File: src/rtl/if_fetch_unit.sv
// Instruction fetch stage: owns the PC, fetches over a req/ack handshake into an
// output slot backed by a one-entry skid buffer, and redirects on taken branches.
module if_fetch_unit #(
   parameter logic [31:0] RESET_PC  = 32'h0000_0000,
   parameter logic [31:0] NOP_INSTR = 32'h0000_0000
) (
   input  logic        clock,
   input  logic        reset,
   input  logic        pc_write,
   input  logic        branch_taken,
   input  logic [31:0] branch_target,
   output logic        imem_req,
   output logic [31:0] imem_addr,
   input  logic        imem_ack,
   input  logic [31:0] imem_rdata,
   output logic [31:0] npc_if,
   output logic [31:0] instruction_if,
   output logic        if_valid
);

   typedef enum logic {IDLE, PEND} state_t;

   state_t      state;
   state_t      state_next;

   logic [31:0] pc;
   logic [31:0] pc_plus4;
   logic [31:0] drop_addr;
   logic [31:0] out_npc;
   logic [31:0] out_instr;
   logic [31:0] skid_npc;
   logic [31:0] skid_instr;
   logic        out_valid;
   logic        skid_valid;
   logic        skid_valid_next;
   logic        drop;

   logic        ack_seen;
   logic        accept;
   logic        consume;
   logic        to_out;

   assign ack_seen = (state == PEND) && imem_ack;
   assign accept   = ack_seen && !drop && !branch_taken;
   assign consume  = pc_write && out_valid && !branch_taken;
   assign to_out   = !out_valid || pc_write;
   assign pc_plus4 = pc + 32'd4;

   // NOTE: every always_comb output gets a default first so no path can infer a latch.
   always_comb begin
      skid_valid_next = skid_valid;
      if (branch_taken) begin
         skid_valid_next = 1'b0;
      end else if (accept && !to_out) begin
         skid_valid_next = 1'b1;
      end else if (consume && skid_valid) begin
         skid_valid_next = 1'b0;
      end
   end

   // NOTE: sequential state uses non-blocking assignments so all registers update together.
   always_ff @(posedge clock) begin
      if (!reset) begin
         state <= IDLE;
      end else begin
         state <= state_next;
      end
   end

   // A request is only launched once the skid buffer is guaranteed empty, so at most
   // two instructions are ever buffered and only one request is outstanding.
   always_comb begin
      state_next = state;
      case (state)
         IDLE: if (branch_taken || !skid_valid_next) state_next = PEND;
         PEND: if (accept && !to_out) state_next = IDLE;
      endcase
   end

   always_comb begin
      imem_req       = (state == PEND);
      imem_addr      = drop ? drop_addr : pc;
      instruction_if = out_valid ? out_instr : NOP_INSTR;
      npc_if         = out_npc;
      if_valid       = out_valid;
   end

   // NOTE: skid payload and drop_addr are qualified by their valid/drop flags, so they carry no reset.
   always_ff @(posedge clock) begin
      if (!reset) begin
         pc         <= RESET_PC;
         out_valid  <= 1'b0;
         skid_valid <= 1'b0;
         drop       <= 1'b0;
         out_npc    <= 32'd0;
         out_instr  <= NOP_INSTR;
      end else if (branch_taken) begin
         pc         <= branch_target;
         out_valid  <= 1'b0;
         skid_valid <= 1'b0;
         // The in-flight request keeps its original address until memory answers it.
         if ((state == PEND) && !imem_ack) begin
            if (!drop) drop_addr <= pc;
            drop <= 1'b1;
         end else begin
            drop <= 1'b0;
         end
      end else begin
         if (ack_seen && drop) drop <= 1'b0;
         if (accept) begin
            pc <= pc_plus4;
            if (to_out) begin
               out_npc   <= pc_plus4;
               out_instr <= imem_rdata;
               out_valid <= 1'b1;
            end else begin
               skid_npc   <= pc_plus4;
               skid_instr <= imem_rdata;
               skid_valid <= 1'b1;
            end
         end else if (consume) begin
            if (skid_valid) begin
               out_npc    <= skid_npc;
               out_instr  <= skid_instr;
               skid_valid <= 1'b0;
            end else begin
               out_valid <= 1'b0;
            end
         end
      end
   end

endmodule

File: config.mk
export PLATFORM = sky130hd
export DESIGN_NAME = if_fetch_unit
export DESIGN_NICKNAME = d
export VERILOG_FILES = /design/src/rtl/if_fetch_unit.sv
export SDC_FILE = /design/constraint.sdc
export NUM_CORES = 1
export LEC_CHECK = 0
export CAP_MARGIN = 20
export CORE_ASPECT_RATIO = 1.2
export CORE_MARGIN = 5
export CORE_UTILIZATION = 45
export DETAILED_ROUTE_END_ITERATION = 8
export GPL_TIMING_DRIVEN = 0
export PLACE_DENSITY_LB_ADDON = 0.08
export RECOVER_POWER = 50
export SLEW_MARGIN = 20
export SYNTH_ARGS = -nofsm -noshare
export SYNTH_HDL_FRONTEND = slang
export SYNTH_SLANG_ARGS = --single-unit
File: constraint.sdc
create_clock -name clock -period 6.6 [get_ports clock]
set_input_delay 1.32 -clock clock [delete_from_list [all_inputs] [get_ports clock]]
set_output_delay 1.32 -clock clock [all_outputs]
set_load 0.02 [all_outputs]
* Word level (Yosys, flattened, before mapping)
Cells that the tools add are included.
Cells by class: bitwise operators 4, add/subtract/negate cells 1, mux-type cells 28, eq/ne operators 3, reduce and logical (&&, ||, !) cells 27
Operators with widths (number):
- $mux W32 | 12
- $add A32 B3 Y32 const B | 1
- $mux W1 | 15
- $logic_and A1 B1 Y1 | 9
- $reduce_and A4 Y1 | 2
- $reduce_bool A2 Y1 | 4
- $logic_not A1 Y1 | 6
- $reduce_and A3 Y1 | 2
- $ne A2 B1 Y1 const B | 2
- $not A1 Y1 | 4
- $logic_or A1 B1 Y1 | 2
- $ne A2 B2 Y1 const B | 1
- $pmux W1 S2 | 1
- $reduce_and A2 Y1 | 1
- $reduce_or A2 Y1 | 1
Storage, ports and cells: register bits after elaboration 196, input port bits 69, word-level logic and storage cells 73, output and inout bits 98

* Longest topological paths before layout
Gate-level depths: netlist (run 1).
word-level depth 10, mapped depth 8

* Least setup slack after synthesis (run 1)
Ideal clock, no wire load.
kind input-to-reg, start point input reset, end point register skid_instr[0] (enable), data arrival time 6370 ps, cell stages on the path 4, library setup time 565 ps, path slack -335 ps, path buffers 2, cell sequence clkbuf_1 clkbuf_1 nand2_1 nor3_1
On the way: cells in the longest elaborated chain, start to end 1
RTL lines:
- start: declaration | line 8 | input logic reset,
- $reduce_and A4 Y1 (no source line)
- end signal: assignment | line 118 | skid_instr <= imem_rdata;
- end: declaration | line 32 | logic [31:0] skid_instr;
Every way passes these cells. A chain may end at the register's enable or synchronous reset.

* Worst setup path after layout (run 1)
start point register drop, end point output imem_addr[27]
On the way: cells in the longest elaborated chain, start to end 1
RTL lines:
- start: declaration | line 36 | logic drop;
- start signal: assignment | line 94 | drop <= 1'b0;
- start signal: assignment | line 104 | drop <= 1'b1;
- start signal: assignment | line 106 | drop <= 1'b0;
- $mux W32
- end: declaration | line 13 | output logic [31:0] imem_addr,
Every way passes these cells.

==> results.md, run 1 <==
Synthesis:
- Synthesis produced a netlist whose cell count is 855.
- After synthesis the cells add up to 8650 um^2.
- The number of enable flip-flop cells after synthesis is 96.
- The fraction of the yosys area taken by sequential cells is 56.5%.
- The most used flip-flop cell after synthesis is sky130_fd_sc_hd__dfxtp_1.
- The post-synthesis average cell area is 10.1 um^2.
- The count of distinct cell types in the synthesized netlist is 51.
- The fraction of synthesis flops using an asynchronous set or reset pin is 0%.
- Yosys printed 0 warnings.
- In the post-synthesis netlist, the biggest area contributors are sky130_fd_sc_hd__edfxtp_1, sky130_fd_sc_hd__dfxtp_1, sky130_fd_sc_hd__nand2_1.
- The top cell type's share of synthesized area is 33.3%.
- The cell accounting for the most synthesized area is sky130_fd_sc_hd__edfxtp_1.
- The number of nets in the synthesized netlist is 925.
- After synthesis the netlist holds a flip-flop and latch count of 196.

Floorplanning:
- The region available for standard cell placement spans 18900 um^2.
- The floorplan has 55 rows.
- For this configuration, the core starts out at a cell density of 45.9%.
- The floorplan step set the die width to 137 um.
- The floorplan step defined a die boundary enclosing 22100 um^2.
- The number of top-level design ports is 167.
- From bottom edge to top edge, the die measures 162 um.

Clock network:
- The clock passes through at most 2 buffers.
- The number of hold buffers added after CTS was 0.
- The TritonCTS clock tree is done.
- Clock-pin slew was measured on the worst setup and hold paths at 0.07 ns.
- The count of buffers added by post-CTS timing repair for setup is 0.
- The root cell of the clock tree is sky130_fd_sc_hd__clkbuf_16.
- The clock reaches the later pin of the worst-skew pair after 0.44 ns.
- The number of clock buffers inserted by TritonCTS is 17.
- The count of instances resized after the clock tree is built is 0.
- The H-tree was split into 4 levels.
- The total clock sinks is 196.

Placement:
- The count of placed standard cells including taps is 1283.
- During placement, the flow inserted port buffers numbering 165.
- Detailed placement ended at an HPWL of 17.8 mm.
- The congestion estimate from routability-driven global placement came to 0.906.

STA:
- The slew at the pin closest to its max-slew limit is 1.60 ns.
- The worst path uses 63.5% of the clock period.
- The final number of max-transition violations is 20.
- The maximum achievable frequency is 239 MHz.
- Adding up every negative setup slack in the final design gives 0 ns.
- The final setup violation count is 0.
- The relative slew slack is -7.38%.
- The count of endpoints failing hold in the final timing report is 0.
- Setup repair after global routing left no endpoint under its margin.
- The clock period could shrink to 4.19 ns.
- The worst setup skew after layout is 0.0136 ns.
- On the final layout, the worst hold slack is 0.451 ns.

Global routing:
- The total overflow left after global routing is 0.
- The number of antenna violations at the first check in global routing is 0.
- The maximum number of pins on one net before global-route repair is 18.
- The via count of the first global-routing pass is 6728.
- The first global-routing pass estimated 37.4 mm of wire.
- The all-layer global routing usage is 21.8%.

Detailed routing:
- For this block, the initial DRC count from the detailed router was 381.
- For this run, design rule violations remaining after detail routing come to 0.
- The routed design uses 11.8 mm of met2 wire.
- Summed over all layers, the routed wires come to 23.8 mm.
- Wire segments on met3 add up to 1.37 mm in the final route.
- The detail route stage leaves a number of antenna-violating nets equal to 0.
- Summing over every cut layer, the via total after detailed routing is 6987.
- The routed length on met1 is 10.2 mm.
- After detailed routing, the average wire length per cell comes to 18.1 um.
- After detailed routing, the number of vias per cell comes to 5.31.
- The first TritonRoute pass finished after 5 iterations.
- In this run the top signal layer used is met4.

Min path:
- The min-delay analysis places its worst path in the category flip-flop to flip-flop.
- The number of cells on the worst hold path is 2.
- The endpoint of the worst hold-timing path is npc_if[17].
- In this run the most critical hold path is launched from npc_if[17].

Outcome:
- The final reports fail on capacitance limit, slew limit.
- The run finished, with violations left.

Finish:
- The area added between synthesis and finish is 29.8%.
- The net count of the finished layout is 1116.
- At the end of the flow the core is filled with cells to 59.5%.
- Leaving out fill and tap cells, the most frequent cell in the layout is sky130_fd_sc_hd__nand2_1.
- The diode insertion count for antenna repair is 0.
- The fraction of final layout cells with drive strength greater than 1 is 4.34%.
- In the layout the commonest cells are sky130_fd_sc_hd__nand2_1, sky130_fd_sc_hd__dfxtp_1, sky130_fd_sc_hd__clkdlybuf4s50_1.
- The finished layout holds 1315 standard cells, fillers aside.

Worst setup path:
- Among all stages on the critical path, the largest delay is contributed by sky130_fd_sc_hd__clkbuf_1.
- The critical setup path kind is flip-flop to primary output.
- The required time of the worst setup path is 5.28 ns.
- In this run the critical register-to-register path is launched from pc[2].
- The setup check on the worst reg-to-reg path leaves a slack of 3.09 ns.
- The worst setup path is captured at a primary output.
- Walking the worst path, the cells encountered are clkbuf_1 > clkbuf_1 > mux2_1 > clkdlybuf4s50_1.
- Counting stages on the worst path, the most repeated cell is sky130_fd_sc_hd__clkbuf_1.
- The highest cell delay on the worst timing path is 0.59 ns.
- The maximum fanout encountered on the critical timing path is 10.
- The worst endpoint data arrival time is 2.87 ns.
- The worst-case reg-to-reg path depth is 7.
- The end of the worst register-to-register path is npc_if[28].
- STA classifies the critical path startpoint as a flip-flop.

Pwr:
- The maximum vdd drop is 0.000175 V.
- The leakage power total is 4.02 nW.
- The power density normalized to cell area is 235 nW/um^2.

Job:
- Max-cap violations in this run came to 2.
## per-stage QoR
step                      setup WS (ns)  area (um^2)  power, mW
after CTS                          2.39        11300       2.67
after global routing               2.28        11200       2.75
after floorplan                    1.65         8650       1.53
after detailed placement           2.40        10700       1.69
after global placement           -0.474        10600       1.68
final                              2.41        11200       2.64
## routing by layer
metal	vias to the layer above	track usage [%]
met2	230	36.8
met1	3278	28.5
met4	0	5.96
met3	24	4.40
met5	-	0
li1	3455	-
## worst max-delay path by stage
stage                        start             end  slack (ns)  depth (start not counted)
after floorplan              reset   skid_instr[0]        1.65                          4
after global placement    imem_ack  skid_instr[24]       -0.47                          5
after detailed placement  imem_ack     skid_npc[8]        2.40                          7
after CTS                     drop   imem_addr[27]        2.39                          4
after global routing          drop   imem_addr[15]        2.28                          4
final                         drop   imem_addr[27]        2.41                          4
## cells in the mapped netlist (all sizes together) (9+ instances only)
cell and number:
a21oi 32, or3 10, dfxtp 100, nand2 128
nor2 72, and2 33, mux2 27, o211a 9
clkbuf 64, mux2i 10, xor2 20, o21ai 51
nand3 32, xnor2 26, nand4 17, a311oi 36
edfxtp 96, nor3 21
## cell type report
class | count | area (um^2)
clock inverters | 13 | 123
multi-input cells | 580 | 3440
clock buffers | 19 | 433
fillers | 1699 | 7630
repair buffers | 172 | 1730
flip-flops and latches | 196 | 4880
plain buffers | 70 | 265
well taps | 256 | 320
inverters | 9 | 33.8
## critical path: cells and delay by family (launching register included)
family / cells / cell delay, ns
muxes: 1 / 0.41
buffers and inverters: 3 / 1.63
DFF: 1 / 0.38
## report_power, final
part / total [mW] / internal [mW] / switching [mW]
clock: 0.993 / 0.527 / 0.466
sequential: 1.34 / 1.31 / 0.0256
combinational: 0.307 / 0.131 / 0.176
## logic make-up (layout without fill, tap and decap cells)
| family | count (synthesis) | count (layout) | share of synthesized area [%] |
|---|---|---|---|
| compound gates | 157 | 157 | 12.0 |
| flops | 196 | 196 | 56.5 |
| buf+inv | 79 | 283 | 3.54 |
| xor+xnor | 46 | 46 | 4.66 |
| simple gates | 339 | 339 | 18.5 |
| mux | 37 | 37 | 4.67 |
| fa+ha+maj | 1 | 1 | 0.145 |
## state kept, by name, indices dropped and copies added (netlist names)
| signal | flops |
|---|---|
| skid_npc | 32 |
| drop | 1 |
| skid_instr | 32 |
| imem_req | 1 |
| if_valid | 1 |
| drop_addr | 32 |
| pc | 32 |
| out_instr | 32 |
| npc_if | 32 |
| skid_valid | 1 |
Note: power is estimated with default switching activity, not from simulation.
==> run 2, diff against run 1 <==
==> constraint.sdc (replaced) <==
create_clock -name clock -period 3.6 [get_ports clock]
set_input_delay 0.72 -clock clock [delete_from_list [all_inputs] [get_ports clock]]
set_output_delay 0.72 -clock clock [all_outputs]
set_load 0.02 [all_outputs]
==> run 2 against run 1 <==
Net effect:
- the flow now finishes without violations
- largest cell class unchanged
- cell area up 0.49%
- wire length down 1.1%
- global-route usage is 0.43 points lower
- total power up 87%
- sequential share of layout area fell by 0.21 points
- via count up 0.10%
- clock-buffer cell count down 1
- sequential power up 83%
- clock power increased by 92%
- setup slack lost 2.2 ns
- utilization up 0.29 points
==> results.md, run 2 (synthesized netlist as in run 1, its figures left out) <==
Outcome:
- Status: finished clean (was complete, but fails checks).

Global routing:
- The all-layer global routing usage came to 21.4% (was 21.8%).
- The met1 usage in global routing is 27.7% (was 28.5%).
- The highest-utilization routing layer at the global route stage is met2 (unchanged).
- The met3 usage was 4.15% (was 4.40%).
- The maximum number of pins on one net before global-route repair is 18 (unchanged).
- The via count of the first global-routing pass is 6767 (was 6728).
- The met2 layer usage reported by global route is 35.3% (was 36.8%).
- The number of antenna violations at the first check in global routing came to 1 (was 0).
- The overflow left after global routing is 0 (unchanged).
- The first-pass GRT wire length is 37.0 mm (was 37.4 mm).

Floorplanning:
- The number of top-level design ports came to 167 (unchanged).
- The number of rows in the core area is 55 (unchanged).
- The initial core utilization came to 45.9% (unchanged).
- The vertical die dimension is 162 um (unchanged).
- The floorplan core area is 18900 um^2 (unchanged).
- The die outline width was 137 um (unchanged).
- The area of the die came to 22100 um^2 (unchanged).

STA:
- The final critical-path setup slack was 0.220 ns (was 2.41 ns).
- The maximum achievable frequency is 296 MHz.
- The relative slew slack came to 34.0% (was -7.38%).
- The final number of max-transition violations came to 0 (was 20).
- The count of endpoints failing hold in the final timing report was 0 (unchanged).
- The worst path in the final design needs a cycle of 3.38 ns, including I/O delays and setup.
- The final setup violation count is 0 (unchanged).
- The final worst hold slack is 0.455 ns (was 0.451 ns).
- The slew at the pin closest to its max-slew limit was 0.984 ns (was 1.60 ns).
- The worst setup skew after layout is 0.00935 ns (was 0.0136 ns).
- Unrepaired setup endpoints after global routing: no (unchanged).
- The post-route fraction of the period consumed by the critical path is 93.9%.

Worst setup path:
- The worst endpoint data arrival time is 3.52 ns (was 2.87 ns).
- The maximum fanout encountered on the critical timing path was 15 (was 10).
- The reg-to-reg setup timing slack came to 0.74 ns (was 3.09 ns).
- The end of the worst register-to-register path is pc[24] (was npc_if[28]).
- The element type at the critical path start was an input port (was flip-flop).
- The required time of the worst setup path came to 3.74 ns (was 5.28 ns).
- The launch point of the worst reg-to-reg path is pc[2] (unchanged).
- The capturing element type of the critical path is a flip-flop (was primary output).
- The worst-case reg-to-reg path depth is 7 (unchanged).
- The critical setup path kind was input port to flip-flop (was flip-flop to primary output).

Clock network:
- The number of clock buffers inserted by TritonCTS is 17 (unchanged).
- The clock-pin transition on the worst setup and hold timing paths is 0.07 ns (about the same).
- The largest buffer count on any clock path is 2 (unchanged).
- The total clock sinks is 196 (unchanged).
- The TritonCTS clock tree is done (unchanged).
- The count of buffers added by post-CTS timing repair for setup was 0 (unchanged).
- The deepest level of the CTS H-tree came to 4 (unchanged).
- The root cell of the clock tree is sky130_fd_sc_hd__clkbuf_16 (unchanged).
- The insertion delay of the later-clocked pin in the worst-skew pair is 0.43 ns (was 0.44 ns).

Finish:
- The final cell count without fillers is 1314 (was 1315).
- The area added between synthesis and finish is 30.4% (was 29.8%).
- The number of fillers in the final layout came to 1677 (was 1699).
- The fraction of final layout cells with drive strength greater than 1 was 5.01% (was 4.34%).
- The diode insertion count for antenna repair came to 0 (unchanged).
- The net count of the finished layout was 1115 (was 1116).
- Commonest cells after routing, fill and taps aside: sky130_fd_sc_hd__nand2_1, sky130_fd_sc_hd__dfxtp_1, sky130_fd_sc_hd__clkdlybuf4s50_1 (unchanged).
- The commonest non-fill, non-tap cell in the layout is sky130_fd_sc_hd__nand2_1 (unchanged).

Detailed routing:
- The number of detailed-route iterations in the first pass came to 5 (unchanged).
- The remaining number of nets flagged by the antenna check after routing is 0 (unchanged).
- The DRC violation count after routing is 0 (unchanged).
- The routed length per instance is 17.9 um (was 18.1 um).
- The DRC marker count from the first detailed-route iteration is 457 (was 381).
- The total wire length was 23.5 mm (was 23.8 mm).
- The number of vias in the routed layout is 6994 (was 6987).
- The per-cell via count in the routed design is 5.32 (was 5.31).

Placement:
- The detailed placement HPWL is 17.8 mm (about the same).
- The routability-driven placement congestion ratio is 0.917 (was 0.906).
- The number of port buffers is 165 (unchanged).
- The worst setup slack before clock tree synthesis was 0.0305 ns (was 2.40 ns).
- The count of placed standard cells including taps is 1282 (was 1283).

Pwr:
- The power density normalized to cell area is 437 nW/um^2 (was 235 nW/um^2).
- The leakage power total is 4.03 nW (was 4.02 nW).
- The relative contribution of the clock network to total power was 38.8% (was 37.6%).
- The net switching power of the design is 1.23 mW (was 0.668 mW).
- The switching part of the total power came to 24.9% (was 25.3%).
- The sequential power share is 49.8% (was 50.7%).
- The combinational group share of total power is 11.4% (was 11.6%).
- The maximum vdd drop came to 0.000369 V (was 0.000175 V).
- The cell-internal power is 3.70 mW (was 1.97 mW).

Min path:
- The class of the most critical hold timing path was flip-flop to flip-flop (unchanged).
- The number of cells on the worst hold path came to 2 (unchanged).
- The endpoint of the worst hold-timing path is npc_if[17] (unchanged).
- The beginning of the worst hold path is npc_if[17] (unchanged).

Job:
- The max-cap check violation count is 0 (was 2).
-- run 2: changes by cell type in the layout (fill, tap and decap cells not counted), moves of 2 or more --
| cell | change |
|---|---|
| sky130_fd_sc_hd__clkbuf_1 | -5 |
| sky130_fd_sc_hd__clkbuf_2 | +2 |
| sky130_fd_sc_hd__mux2_1 | -2 |
| sky130_fd_sc_hd__inv_6 | -2 |
| sky130_fd_sc_hd__clkinv_2 | -2 |
| sky130_fd_sc_hd__clkinvlp_4 | +4 |
| sky130_fd_sc_hd__nor4_1 | -2 |
| sky130_fd_sc_hd__mux2_2 | +2 |
-- run 2: critical path: stages --
cell and delay, ns:
sky130_fd_sc_hd__dlygate4sd3_1 0.67, sky130_fd_sc_hd__nand3b_1 0.14, sky130_fd_sc_hd__clkbuf_1 0.29, sky130_fd_sc_hd__clkbuf_1 0.36, sky130_fd_sc_hd__nor3_2 0.89, sky130_fd_sc_hd__buf_8 0.26
sky130_fd_sc_hd__buf_8 0.17
-- run 2: final cells by class --
class	instances	area, um^2	share of cell area, %
Multi-Input combinational cell	580	3450	30.6
Tap cell	256	320	2.84
Inverter	9	33.8	0.299
Sequential cell	196	4880	43.3
Timing Repair Buffer	171	1730	15.4
Clock buffer	18	439	3.89
Clock inverter	14	150	1.33
Buffer	70	267	2.36
-- run 2: repair_timing --
item                       4_1_cts  5_1_grt
hold buffers                     0        0
gates resized for setup          0        1
setup endpoints to repair        0       22
-- run 2: worst max-delay path by stage --
| stage | from | to | slack (ns) | depth (start not counted) |
|---|---|---|---|---|
| global placement | imem_ack | skid_instr[23] | -1.43 | 5 |
| global route | imem_ack | skid_instr[14] | 0.13 | 7 |
| floorplan | reset | skid_instr[0] | 0.20 | 4 |
| finish | imem_ack | skid_instr[18] | 0.22 | 7 |
| CTS | drop | imem_addr[18] | 0.02 | 4 |
| detailed placement | imem_ack | out_instr[30] | 0.03 | 7 |
-- run 2: metrics by stage --
step,instance area [um^2],utilization (%),power [mW],setup TNS [ns]
6_report,11300,59.8,4.92,0
5_1_grt,11300,59.8,5.12,0
4_1_cts,11300,60.0,4.98,0
3_5_place_dp,10700,56.9,3.09,0
3_3_place_gp,10600,56.4,3.08,-117.34
2_1_floorplan,8660,-,2.81,0
-- run 2: power by group through the flow --
stage               sequential, mW  clock (mW)  combinational, mW
floorplan                     2.51           0              0.295
global placement              2.50           0              0.580
global route                  2.46        2.05              0.612
CTS                           2.45        1.94              0.590
finish                        2.45        1.91              0.562
detailed placement            2.50           0              0.586
-- run 2: per-layer routing --
metal | share of wire (%) | wire (um)
met2 | 49 | 11500
met4 | 2.7 | 626
met3 | 5.9 | 1390
met5 | 0.085 | 20
met1 | 42 | 9980
